`config.mk`:
```
export PLATFORM = sky130hd
export DESIGN_NAME = decl_stream_check
export DESIGN_NICKNAME = d
export VERILOG_FILES = /design/src/rtl/decl_stream_pkg.sv /design/src/rtl/decl_char_class.sv /design/src/rtl/decl_stream_check.sv
export SDC_FILE = /design/constraint.sdc
export NUM_CORES = 1
export LEC_CHECK = 0
export ABC_AREA = 1
export BUFFER_PORTS_ARGS = -buffer_cell sky130_fd_sc_hd__buf_2
export CORE_MARGIN = 4
export CORE_UTILIZATION = 55
export CTS_CLUSTER_SIZE = 20
export DETAILED_ROUTE_END_ITERATION = 7
export GPL_ROUTABILITY_DRIVEN = 0
export GPL_TIMING_DRIVEN = 0
export PLACE_DENSITY_LB_ADDON = 0.3
export RECOVER_POWER = 50
export REMOVE_ABC_BUFFERS = 1
export SETUP_SLACK_MARGIN = 0.15
export SLEW_MARGIN = 20
export SYNTH_ARGS = -nofsm -noshare
export SYNTH_HDL_FRONTEND = slang
export SYNTH_SLANG_ARGS = --single-unit
```
`constraint.sdc`:
```
create_clock -name clk -period 1.7 [get_ports clk]
set_clock_uncertainty 0.1 [all_clocks]
set_input_delay 0.34 -clock clk [delete_from_list [all_inputs] [get_ports clk]]
set_output_delay 0.34 -clock clk [all_outputs]
set_load 0.02 [all_outputs]
```
`src/rtl/decl_stream_pkg.sv`:
```
// Shared types and constants for the declaration-stream checker and its lexer helpers.
package decl_stream_pkg;

  typedef enum logic [2:0] {
    StIdle, StKw, StPreId, StId, StPostId, StDone, StErr
  } state_e;

  typedef enum logic [2:0] {
    CcWs, CcAlpha, CcDigit, CcComma, CcSemi, CcOther
  } char_class_e;

  localparam logic [7:0] ASCII_SPACE      = 8'h20;
  localparam logic [7:0] ASCII_TAB        = 8'h09;
  localparam logic [7:0] ASCII_COMMA      = 8'h2c;
  localparam logic [7:0] ASCII_SEMI       = 8'h3b;
  localparam logic [7:0] ASCII_UNDERSCORE = 8'h5f;
  localparam logic [7:0] ASCII_I          = 8'h69;
  localparam logic [7:0] ASCII_N          = 8'h6e;
  localparam logic [7:0] ASCII_T          = 8'h74;
  localparam logic [7:0] ASCII_C          = 8'h63;
  localparam logic [7:0] ASCII_H          = 8'h68;
  localparam logic [7:0] ASCII_A          = 8'h61;
  localparam logic [7:0] ASCII_R          = 8'h72;

  localparam logic [2:0] KW_INT_LEN  = 3'd3;
  localparam logic [2:0] KW_CHAR_LEN = 3'd4;

  function automatic logic [7:0] int_char(input logic [7:0] idx);
    case (idx)
      8'd0:    return ASCII_I;
      8'd1:    return ASCII_N;
      8'd2:    return ASCII_T;
      default: return 8'h00;
    endcase
  endfunction

  function automatic logic [7:0] char_char(input logic [7:0] idx);
    case (idx)
      8'd0:    return ASCII_C;
      8'd1:    return ASCII_H;
      8'd2:    return ASCII_A;
      8'd3:    return ASCII_R;
      default: return 8'h00;
    endcase
  endfunction

endpackage

```
`src/rtl/decl_char_class.sv`:
```
// Combinational ASCII character classifier shared by the lexer blocks.
module decl_char_class
  import decl_stream_pkg::*;
(
  input  logic [7:0]  ch,
  output char_class_e cls
);

  always_comb begin
    cls = CcOther;
    if (ch == ASCII_SPACE || ch == ASCII_TAB) begin
      cls = CcWs;
    end else if ((ch >= 8'h61 && ch <= 8'h7a) || (ch >= 8'h41 && ch <= 8'h5a) ||
                 ch == ASCII_UNDERSCORE) begin
      cls = CcAlpha;
    end else if (ch >= 8'h30 && ch <= 8'h39) begin
      cls = CcDigit;
    end else if (ch == ASCII_COMMA) begin
      cls = CcComma;
    end else if (ch == ASCII_SEMI) begin
      cls = CcSemi;
    end
  end

endmodule

```
`src/rtl/decl_stream_check.sv`:
```
// Streaming checker for C-style "int a, b;" declarations with identifier counting.
// Optional macro DECL_CHAR_TYPE_EN adds "char" as a type keyword and reserved word.
module decl_stream_check
  import decl_stream_pkg::*;
#(
  parameter int unsigned MAX_ID_LEN = 8,
  parameter int unsigned CNT_W      = 4
) (
  input  logic             clk,
  input  logic             reset,
  input  logic             in_valid,
  input  logic [7:0]       in,
  output logic             out,
  output logic [CNT_W-1:0] id_count,
  output logic             err
);

  char_class_e      cls;
  state_e           state_q, state_d;
  logic [7:0]       len_q, len_d;
  logic [CNT_W-1:0] cnt_q, cnt_d, cnt_inc;
  logic [CNT_W-1:0] id_count_q, id_count_d;
  logic [2:0]       kw_idx_q, kw_idx_d;
  logic             int_m_q, int_m_d;
  logic             err_q, err_d;
  logic             out_q;
  logic [2:0]       kw_len;
  logic [7:0]       kw_exp;
  logic             id_reserved;
`ifdef DECL_CHAR_TYPE_EN
  logic             kw_char_q, kw_char_d;
  logic             char_m_q, char_m_d;
`endif

  decl_char_class u_class (
    .ch  (in),
    .cls (cls)
  );

  assign cnt_inc = (cnt_q == '1) ? cnt_q : cnt_q + 1'b1;

`ifdef DECL_CHAR_TYPE_EN
  assign kw_len      = kw_char_q ? KW_CHAR_LEN : KW_INT_LEN;
  assign kw_exp      = kw_char_q ? char_char(8'(kw_idx_q)) : int_char(8'(kw_idx_q));
  assign id_reserved = (int_m_q && len_q == 8'(KW_INT_LEN)) ||
                       (char_m_q && len_q == 8'(KW_CHAR_LEN));
`else
  assign kw_len      = KW_INT_LEN;
  assign kw_exp      = int_char(8'(kw_idx_q));
  assign id_reserved = int_m_q && len_q == 8'(KW_INT_LEN);
`endif

  always_comb begin
    state_d    = state_q;
    len_d      = len_q;
    cnt_d      = cnt_q;
    id_count_d = id_count_q;
    kw_idx_d   = kw_idx_q;
    int_m_d    = int_m_q;
    err_d      = 1'b0;
`ifdef DECL_CHAR_TYPE_EN
    kw_char_d  = kw_char_q;
    char_m_d   = char_m_q;
`endif
    if (in_valid) begin
      unique case (state_q)
        StIdle, StDone: begin
          if (cls == CcWs || cls == CcSemi) begin
            state_d = StIdle;
          end else if (in == ASCII_I) begin
            state_d  = StKw;
            kw_idx_d = 3'd1;
`ifdef DECL_CHAR_TYPE_EN
            kw_char_d = 1'b0;
          end else if (in == ASCII_C) begin
            state_d   = StKw;
            kw_idx_d  = 3'd1;
            kw_char_d = 1'b1;
`endif
          end else begin
            state_d = StErr;
            err_d   = 1'b1;
          end
        end
        StKw: begin
          if (kw_idx_q == kw_len) begin
            if (cls == CcWs) begin
              state_d = StPreId;
              cnt_d   = '0;
            end else begin
              state_d = (cls == CcSemi) ? StIdle : StErr;
              err_d   = 1'b1;
            end
          end else if (in == kw_exp) begin
            kw_idx_d = kw_idx_q + 3'd1;
          end else begin
            state_d = (cls == CcSemi) ? StIdle : StErr;
            err_d   = 1'b1;
          end
        end
        StPreId: begin
          if (cls == CcAlpha) begin
            state_d = StId;
            len_d   = 8'd1;
            int_m_d = (in == int_char(8'd0));
`ifdef DECL_CHAR_TYPE_EN
            char_m_d = (in == char_char(8'd0));
`endif
          end else if (cls != CcWs) begin
            state_d = (cls == CcSemi) ? StIdle : StErr;
            err_d   = 1'b1;
          end
        end
        StId: begin
          if (cls == CcAlpha || cls == CcDigit) begin
            if (len_q == 8'(MAX_ID_LEN)) begin
              state_d = StErr;
              err_d   = 1'b1;
            end else begin
              len_d   = len_q + 8'd1;
              // Prefix flags die once the identifier outgrows or diverges from the keyword.
              int_m_d = int_m_q && (len_q < 8'(KW_INT_LEN)) && (in == int_char(len_q));
`ifdef DECL_CHAR_TYPE_EN
              char_m_d = char_m_q && (len_q < 8'(KW_CHAR_LEN)) && (in == char_char(len_q));
`endif
            end
          end else if (cls == CcOther) begin
            state_d = StErr;
            err_d   = 1'b1;
          end else if (id_reserved) begin
            state_d = (cls == CcSemi) ? StIdle : StErr;
            err_d   = 1'b1;
          end else begin
            cnt_d = cnt_inc;
            unique case (cls)
              CcWs:    state_d = StPostId;
              CcComma: state_d = StPreId;
              default: begin
                state_d    = StDone;
                id_count_d = cnt_inc;
              end
            endcase
          end
        end
        StPostId: begin
          if (cls == CcComma) begin
            state_d = StPreId;
          end else if (cls == CcSemi) begin
            state_d    = StDone;
            id_count_d = cnt_q;
          end else if (cls != CcWs) begin
            state_d = StErr;
            err_d   = 1'b1;
          end
        end
        StErr: begin
          if (cls == CcSemi) state_d = StIdle;
        end
        default: state_d = StIdle;
      endcase
    end
  end

  always_ff @(posedge clk) begin
    if (reset) begin
      state_q    <= StIdle;
      len_q      <= '0;
      cnt_q      <= '0;
      id_count_q <= '0;
      kw_idx_q   <= '0;
      int_m_q    <= 1'b0;
      err_q      <= 1'b0;
      out_q      <= 1'b0;
`ifdef DECL_CHAR_TYPE_EN
      kw_char_q  <= 1'b0;
      char_m_q   <= 1'b0;
`endif
    end else begin
      state_q    <= state_d;
      len_q      <= len_d;
      cnt_q      <= cnt_d;
      id_count_q <= id_count_d;
      kw_idx_q   <= kw_idx_d;
      int_m_q    <= int_m_d;
      err_q      <= err_d;
      out_q      <= (state_d == StDone);
`ifdef DECL_CHAR_TYPE_EN
      kw_char_q  <= kw_char_d;
      char_m_q   <= char_m_d;
`endif
    end
  end

  assign out      = out_q;
  assign id_count = id_count_q;
  assign err      = err_q;

endmodule

```
# --- Word-level counts from Yosys, hierarchy flattened ---
# Index checks and enable logic that the tools add are counted.
totals:
  output_inout_bits: 6
  ff_bits: 25
  word_cells: 160
  in_bits: 11
classes:
  n_reduce_logical: 27
  n_eq_ne: 43
  bitwise: 1
  n_mux: 71
  addsub: 3
  order_cmp: 7
op_table:
  columns: ["operator", "n"]
  rows:
  - ["3-bit two-way mux", 25]
  - ["8-bit two-way mux", 7]
  - ["4-bit two-way mux", 12]
  - ["7-bit one-hot mux with 3 select lines", 2]
  - ["2-bit inequality test, second input constant", 15]
  - ["8-bit by 6-bit equality test with 1-bit output, second input constant", 3]
  - ["3-bit by 2-bit equality test with 1-bit output, second input constant", 6]
  - ["3-bit equality test, second input constant", 6]
  - ["3-bit one-hot mux with 6 select lines", 1]
  - ["1-bit two-way mux", 17]
  - ["8-bit by 2-bit equality test with 1-bit output, second input constant", 2]
  - ["8-bit by 4-bit equality test with 1-bit output, second input constant", 2]
  - ["8-bit by 7-bit equality test with 1-bit output, second input constant", 2]
  - ["8-bit equality test", 2]
  - ["8-bit by 7-bit greater-or-equal comparator with 1-bit output, second input constant", 2]
  - ["8-bit by 7-bit less-or-equal comparator with 1-bit output, second input constant", 2]
  - ["4-bit one-hot mux with 2 select lines", 2]
  - ["8-bit one-hot mux with 2 select lines", 1]
  - ["3-bit one-hot mux with 2 select lines", 2]
  - ["3-bit by 1-bit equality test with 1-bit output, second input constant", 3]
  - ["3-bit logical NOT", 3]
  - ["8-bit by 1-bit adder with 8-bit output, second input constant", 1]
  - ["8-bit by 1-bit equality test with 1-bit output, second input constant", 1]
  - ["8-bit by 6-bit greater-or-equal comparator with 1-bit output, second input constant", 1]
  - ["18 further kinds", 32]

# --- Longest topological paths before layout ---
# Gate-level depths: netlist of run 1.
depth:
  ltp_word: 16
  mapped_depth: 17

# --- By module ---
# From an unflattened synthesis of run 1, not the netlist that was laid out.
unflattened:
  hier_cells: 389
  hier_area_um2: 2274.7
by_module_without_submodules:
  columns: ["mod", "cells_each", "area_per_inst_um2", "instances"]
  rows:
  - ["decl_stream_check", 345, 2088.3, 1]
  - ["decl_char_class", 44, 186.4, 1]

# --- Least setup slack after synthesis of run 1 ---
# No wires, ideal clock.
synth_path:
  kind: "register to register"
  startpoint: "register len_q[0]"
  endpoint: "register len_q[5]"
  setup_slack_ns: -0.129
  stages_incl_launch_ff: 13
  required_ns: 1.475
  period_less_slack_ns: 1.829
  n_path_buf: 0
  arrival_time_ns: 1.604
  path_cell_list: "dfxtp_1 inv_1 ha_1 nand3_1 nor2_1 a211oi_2 nand2_4 nor2_8 inv_4 nor2_4 nand2_1 nor2_1 nor3b_2"
synth_between:
  elab_chain_cells: 4
  word_cells_on_any_way: 7
  classes_between: "add/sub: 1; eq/ne: 2; mux: 3; reduce/logical: 1"
synth_lines:
  columns: ["item", "line", "source"]
  rows:
  - ["start, declared", "decl_stream_check.sv:20", "logic [7:0] len_q, len_d;"]
  - ["start signal, assigned", "decl_stream_check.sv:180", "len_q <= len_d;"]
  - ["8-bit by 1-bit adder with 8-bit output", "decl_stream_check.sv:120", "len_d = len_q + 8'd1;"]
  - ["8-bit two-way mux", "decl_stream_check.sv:116", "if (len_q == 8'(MAX_ID_LEN)) begin"]
  - ["8-bit two-way mux", "decl_stream_check.sv:115", "if (cls == CcAlpha || cls == CcDigit) begin"]
  - ["8-bit one-hot mux with 2 select lines", "decl_stream_check.sv:66", "unique case (state_q)"]
# Several ways; a longest one is shown, not always the timed one. The select of a mux whose other input is x is not followed.
# A chain may end at the register's enable or synchronous reset.

# --- Worst setup path in the final report of run 1 ---
layout_path:
  startpoint: "register kw_idx_q[1]"
  endpoint: "register kw_idx_q[0]"
layout_between:
  elab_chain_cells: 5
  word_cells_on_any_way: 9
  classes_between: "eq/ne: 6; mux: 1; reduce/logical: 2"
layout_lines:
  columns: ["item", "line", "source"]
  rows:
  - ["start, declared", "decl_stream_check.sv:23", "logic [2:0] kw_idx_q, kw_idx_d;"]
  - ["start signal, assigned", "decl_stream_check.sv:183", "kw_idx_q <= kw_idx_d;"]
  - ["3-bit by 2-bit equality test with 1-bit output, or another cell as far along", "decl_stream_pkg.sv:29", "case (idx)"]
  - ["7-bit one-hot mux with 3 select lines", "decl_stream_pkg.sv:29", null]
  - ["8-bit equality test", "decl_stream_check.sv:94", "end else if (in == kw_exp) begin"]
  - ["2-bit inequality test (no line)", null, null]
  - ["6-bit AND reduction (no line) (*)", null, null]
# Mark *: on every way between the ends. The rest lies on a longest branch, timed or not.

==> flow_summary.ini, run 1 <==
[timing]
hold_ws_ns = 0.2544
slew_headroom = 0.6777
tns_ns = -3.025
setup_violations = 24
layout_worst_path_cycle_share = 1.142
slew_viol_final = 0
fin_ws_ns = -0.2419
min_period_ns = 1.942
worst_pin_slew_ns = 0.4829
fmax_ghz = 0.5150
hold_viol = 0
rsz0062_at_grt = yes

[drt]
drc = 0
via_per_inst = 5.759
dr.first_iter.drc_count = 247
wire_per_inst_um = 15.18
ant_nets = 0
dr_total_vias = 2695
routed_wl_mm = 7.104
drt_pass1_iterations = 6

[power]
p_leak_nw = 1.350
vdd_drop_max_mv = 0.4420
p_per_area_mw_per_mm2 = 512.0

[cts]
cts_hold_buf = 0
worst_skew_pair.late_latency_ns = 0.29
cts_tree = yes
cts_max_level = 1
cts.sinks = 25
clockRootBuffer = clkbuf_8
cts_buffers = 3
clk_pin_slew_ns = 0.10
cts_max_path_buffers = 2

[synth]
synth-seq-cells = 25
yosys_warnings = 0
syn_avg_cell_area_um2 = 6.046
syn-cell-area_mm2 = 0.002273
ys_types = 38
synth-seq-area-share = 0.2201
syn-instance-count = 376

[setup_path]
r2r_slack_ns = -0.24
required_ns = 1.77
endpoint_kind = flip-flop
arrival_ns = 2.02
r2r_cells = 12
crit_fanout = 6
r2r_end = kw_idx_q[0]
critPathLaunchType = flip-flop
path_class = reg2reg
reg2reg_from = kw_idx_q[1]

[global_routing]
grt_pass1_vias = 2282
grt_pass1_wl_mm = 10.15
overflow = 0
grt_max_degree = 17
grtUsageTotal = 0.2461
antenna_found_initial = 0

[final_layout]
area_growth_syn_to_layout_pct = 38.53
drive_gt1_frac = 0.3923
antenna_cells = 0
num-fill-cells = 283
final_cells = 468
nets = 440

[status]
violations = setup timing
status = finished with violations

[job]
drv_cap = 0

[min_path]
hp-start = in_valid
min_path_cells = 3
hold_end = err
hp-class = in2reg

[die]
die-area_mm2 = 0.005226
start_util = 0.5683
die_h_um = 72.29
die_w_um = 72.29
coreArea_mm2 = 0.004000
io_pins = 17
row_count = 23

[placement]
io_buffers = 16
place_hpwl_mm = 4.043
dp_cells = 436
dp_slack_ns = -0.7782
-- sequential cells by signal, indices dropped and copies added, names as in the netlist --
| name | cells |
|---|---|
| len_q | 8 |
| cnt_q | 4 |
| id_count | 4 |
| kw_idx_q | 3 |
| state_q | 3 |
| err | 1 |
| int_m_q | 1 |
| out | 1 |
-- worst max path at each step --
stage,startpoint,to,slack [ns],depth (start not counted)
floorplan,state_q[1],len_q[5],-0.36,12
global placement,state_q[1],out,-0.80,14
detailed placement,state_q[1],out,-0.78,14
CTS,len_q[0],len_q[5],-0.19,12
global route,len_q[7],out,-0.35,14
finish,kw_idx_q[1],kw_idx_q[0],-0.24,12
-- stage by stage --
stage	power (mW)	utilization	cell area, um^2
6_report	1.613	0.7873	3149
5_1_grt	1.688	0.7873	3149
4_1_cts	1.519	0.7053	2821
3_5_place_dp	1.026	0.5952	2381
3_3_place_gp	1.021	0.5952	2381
2_1_floorplan	0.9242	-	2238
-- report_power, final --
part | switching (mW) | leakage, nW | internal (mW)
clock | 0.234 | 0.0261 | 0.173
combinational | 0.356 | 1.11 | 0.213
sequential | 0.0280 | 0.210 | 0.609
-- layout make-up --
cell class,instances,area (um^2),area share
clock buffer,3,41.29,0.01311
clock inverter,1,8.758,0.002781
inverter,52,212.7,0.06754
multi-input combinational,293,1976,0.6273
sequential,25,530.5,0.1685
tap,50,62.56,0.01986
timing repair buffer,44,317.8,0.1009
-- cells by family after synthesis --
logic type | share of synthesized area
xor gates and xnor gates | 0.02311
buffers and inverters | 0.1024
adders and majority gates | 0.05504
and+or+nand+nor | 0.4540
DFF | 0.2201
AOI/OAI and AO/OA | 0.1453
-- layer usage --
layer / share of wire / GRT usage / up-vias
met5: 0 / 0 / -
li1: - / - / 1298
met4: 0.051 / 0.1148 / 0
met2: 0.52 / 0.4348 / 113
met1: 0.38 / 0.2918 / 1240
met3: 0.052 / 0.03463 / 44
-- critical path, stage by stage, from the launching register on --
cell and delay, ns:
dfxtp_4 0.38, inv_4 0.08, ha_4 0.14, nand2_2 0.08, o21ai_1 0.15, nand3_1 0.10, nor2_2 0.17, nand2_1 0.08
nand2_2 0.10, buf_6 0.12, nand2_8 0.07, nor3_4 0.21, a211oi_2 0.05
-- layout by cell type (no fill, tap or decap), types with 12 or more instances in the layout --
cell type	n
inv_1	30
buf_4	21
nand2_2	18
inv_2	15
a21oi_1	15
nor2_4	12
o21ai_0	15
nand3_1	24
dfxtp_1	13
nor2_1	39
nand2_1	84
-- synthesized netlist by cell type, drive strengths merged --
library cell	n	area (um^2)
nand3b	1	7.510
a41oi	1	8.760
o21a	1	7.510
clkbuf	2	7.510
nor3b	4	50.05
a22oi	1	7.510
nor2	60	275.3
nand4	7	62.56
a211oi	5	42.54
o21ai	26	133.9
o2111a	1	11.26
dfxtp	25	500.5
or2	1	6.260
buf	4	27.52
o211ai	1	7.510
nand2	109	439.2
ha	10	125.1
a31oi	1	6.260
inv	51	193.9
nand3	30	150.1
clkinv	1	3.750
nor3	6	35.03
xor2	6	52.55
a21oi	21	105.1
nor4	1	6.260
-- what timing repair did --
| item | 4_1_cts | 5_1_grt |
|---|---|---|
| setup endpoints to repair | 25 | 25 |
| gates resized for setup | 70 | 74 |
| buffers inserted | 17 | 11 |
| pin swaps | 29 | 28 |
Power figures use the tool's default switching activity.
==> run 2: changes to the inputs <==
--- a/config.mk
+++ b/config.mk
@@ -12,11 +12,11 @@
 export CTS_CLUSTER_SIZE = 20
 export DETAILED_ROUTE_END_ITERATION = 7
 export GPL_ROUTABILITY_DRIVEN = 0
-export GPL_TIMING_DRIVEN = 0
 export PLACE_DENSITY_LB_ADDON = 0.3
 export RECOVER_POWER = 50
 export REMOVE_ABC_BUFFERS = 1
 export SETUP_SLACK_MARGIN = 0.15
+export SKIP_CTS_REPAIR_TIMING = 1
 export SLEW_MARGIN = 20
 export SYNTH_ARGS = -nofsm -noshare
 export SYNTH_HDL_FRONTEND = slang
==> flow_summary.ini, run 2 (synthesis gave the netlist of run 1 again) <==
[die]
die_h_um = 72.29
coreArea_mm2 = 0.004000
row_count = 23
io_pins = 17
die-area_mm2 = 0.005226
start_util = 0.5683
die_w_um = 72.29

[timing]
min_period_ns = 2.064
setup_violations = 23
fin_ws_ns = -0.3637
fmax_ghz = 0.4846
layout_worst_path_cycle_share = 1.214
worst_pin_slew_ns = 0.5595
rsz0062_at_grt = yes
slew_viol_final = 0
tns_ns = -4.321
hold_viol = 0
slew_headroom = 0.6266

[setup_path]
critPathLaunchType = flip-flop
r2r_slack_ns = -0.36
r2r_end = state_q[2]
required_ns = 1.78
path_class = reg2reg
crit_fanout = 3
reg2reg_from = kw_idx_q[0]
arrival_ns = 2.15
endpoint_kind = flip-flop
r2r_cells = 17

[drt]
dr.first_iter.drc_count = 276
dr_total_vias = 2995
drc = 0
routed_wl_mm = 8.244
wire_per_inst_um = 15.50
ant_nets = 0
via_per_inst = 5.630
drt_pass1_iterations = 5

[final_layout]
largest_register_ffs = 8
drive_gt1_frac = 0.4419
layout_common_cells = nand2_1, buf_4, nor2_1
area_growth_syn_to_layout_pct = 53.66
antenna_cells = 0
nets = 504
num-fill-cells = 221
final_common_cell = nand2_1
postLayoutCoreUtil = 0.8733
top_register = len_q
final_cells = 532

[global_routing]
overflow = 0
grt_pass1_vias = 2607
grt_pass1_wl_mm = 10.76
grtUsageTotal = 0.2532
antenna_found_initial = 0
grt_max_degree = 15

[cts]
cts_max_path_buffers = 2
cts_tree = yes
cts_max_level = 1
clk_pin_slew_ns = 0.10
cts.sinks = 25
cts_buffers = 3
worst_skew_pair.late_latency_ns = 0.28
clockRootBuffer = clkbuf_8

[min_path]
hp-start = reset
hold_end = state_q[1]
min_path_cells = 3
hp-class = in2reg

[status]
status = finished with violations
violations = setup timing

[placement]
place_hpwl_mm = 5.128
dp_slack_ns = -0.4002
io_buffers = 16
dp_cells = 515

[power]
vdd_drop_max_mv = 0.3363
p_per_area_mw_per_mm2 = 480.7
p_leak_nw = 1.614
p_total_mw = 1.679

[job]
drv_cap = 0
-- run 2: worst max path at each step --
stage	startpoint	endpoint	slack, ns	cells past startpoint
floorplan	state_q[1]	len_q[5]	-0.36	12
global placement	kw_idx_q[0]	out	-0.30	15
detailed placement	kw_idx_q[0]	out	-0.40	15
CTS	kw_idx_q[0]	out	-0.42	15
global route	kw_idx_q[0]	out	-0.50	15
finish	kw_idx_q[0]	state_q[2]	-0.36	17
-- run 2: final cells by class --
type                            count  area, um^2  share of cell area
Clock buffer                        3       41.29             0.01182
Sequential cell                    25       510.5              0.1461
Clock inverter                      1       5.005            0.001433
Inverter                           52       207.7             0.05946
Timing Repair inverter              1       6.256            0.001791
Tap cell                           50       62.56             0.01791
Timing Repair Buffer              107       789.5              0.2260
Multi-Input combinational cell    293        1871              0.5355
-- run 2: worst max-delay path, stage by stage, from the launching register on --
cell and delay, ns:
dfxtp_2 0.36, buf_6 0.12, ha_4 0.16, o21ai_2 0.18, nand2_1 0.07, nand2_1 0.07
nand2_1 0.07, nor2_2 0.16, buf_4 0.13, nand3_1 0.05, nand2_1 0.06, nand2_1 0.05
nand3_1 0.07, nand3_1 0.07, nand2_1 0.06, nand2_1 0.04, nand2_1 0.07, inv_1 0.05
-- run 2: stage by stage --
step	instance area, um^2	hold WS (ns)
global placement	2974	0.3626
finish	3493	0.3650
global route	3493	0.3526
floorplan	2238	0.3091
CTS	3020	0.3088
detailed placement	2974	0.3823
-- run 2: report_power, final --
part / switching (mW) / internal, mW
Combinational: 0.387 / 0.294
Clock: 0.202 / 0.164
Sequential: 0.0199 / 0.612
-- run 2: routing by layer --
layer | up-vias | track usage | share of wire | wire length (um)
met3 | 46 | 0.03324 | 0.059 | 490
met5 | - | 0 | 0 | 0
met4 | 0 | 0.07933 | 0.046 | 382
met2 | 152 | 0.4813 | 0.51 | 4239
li1 | 1426 | - | - | -
met1 | 1371 | 0.2885 | 0.38 | 3132
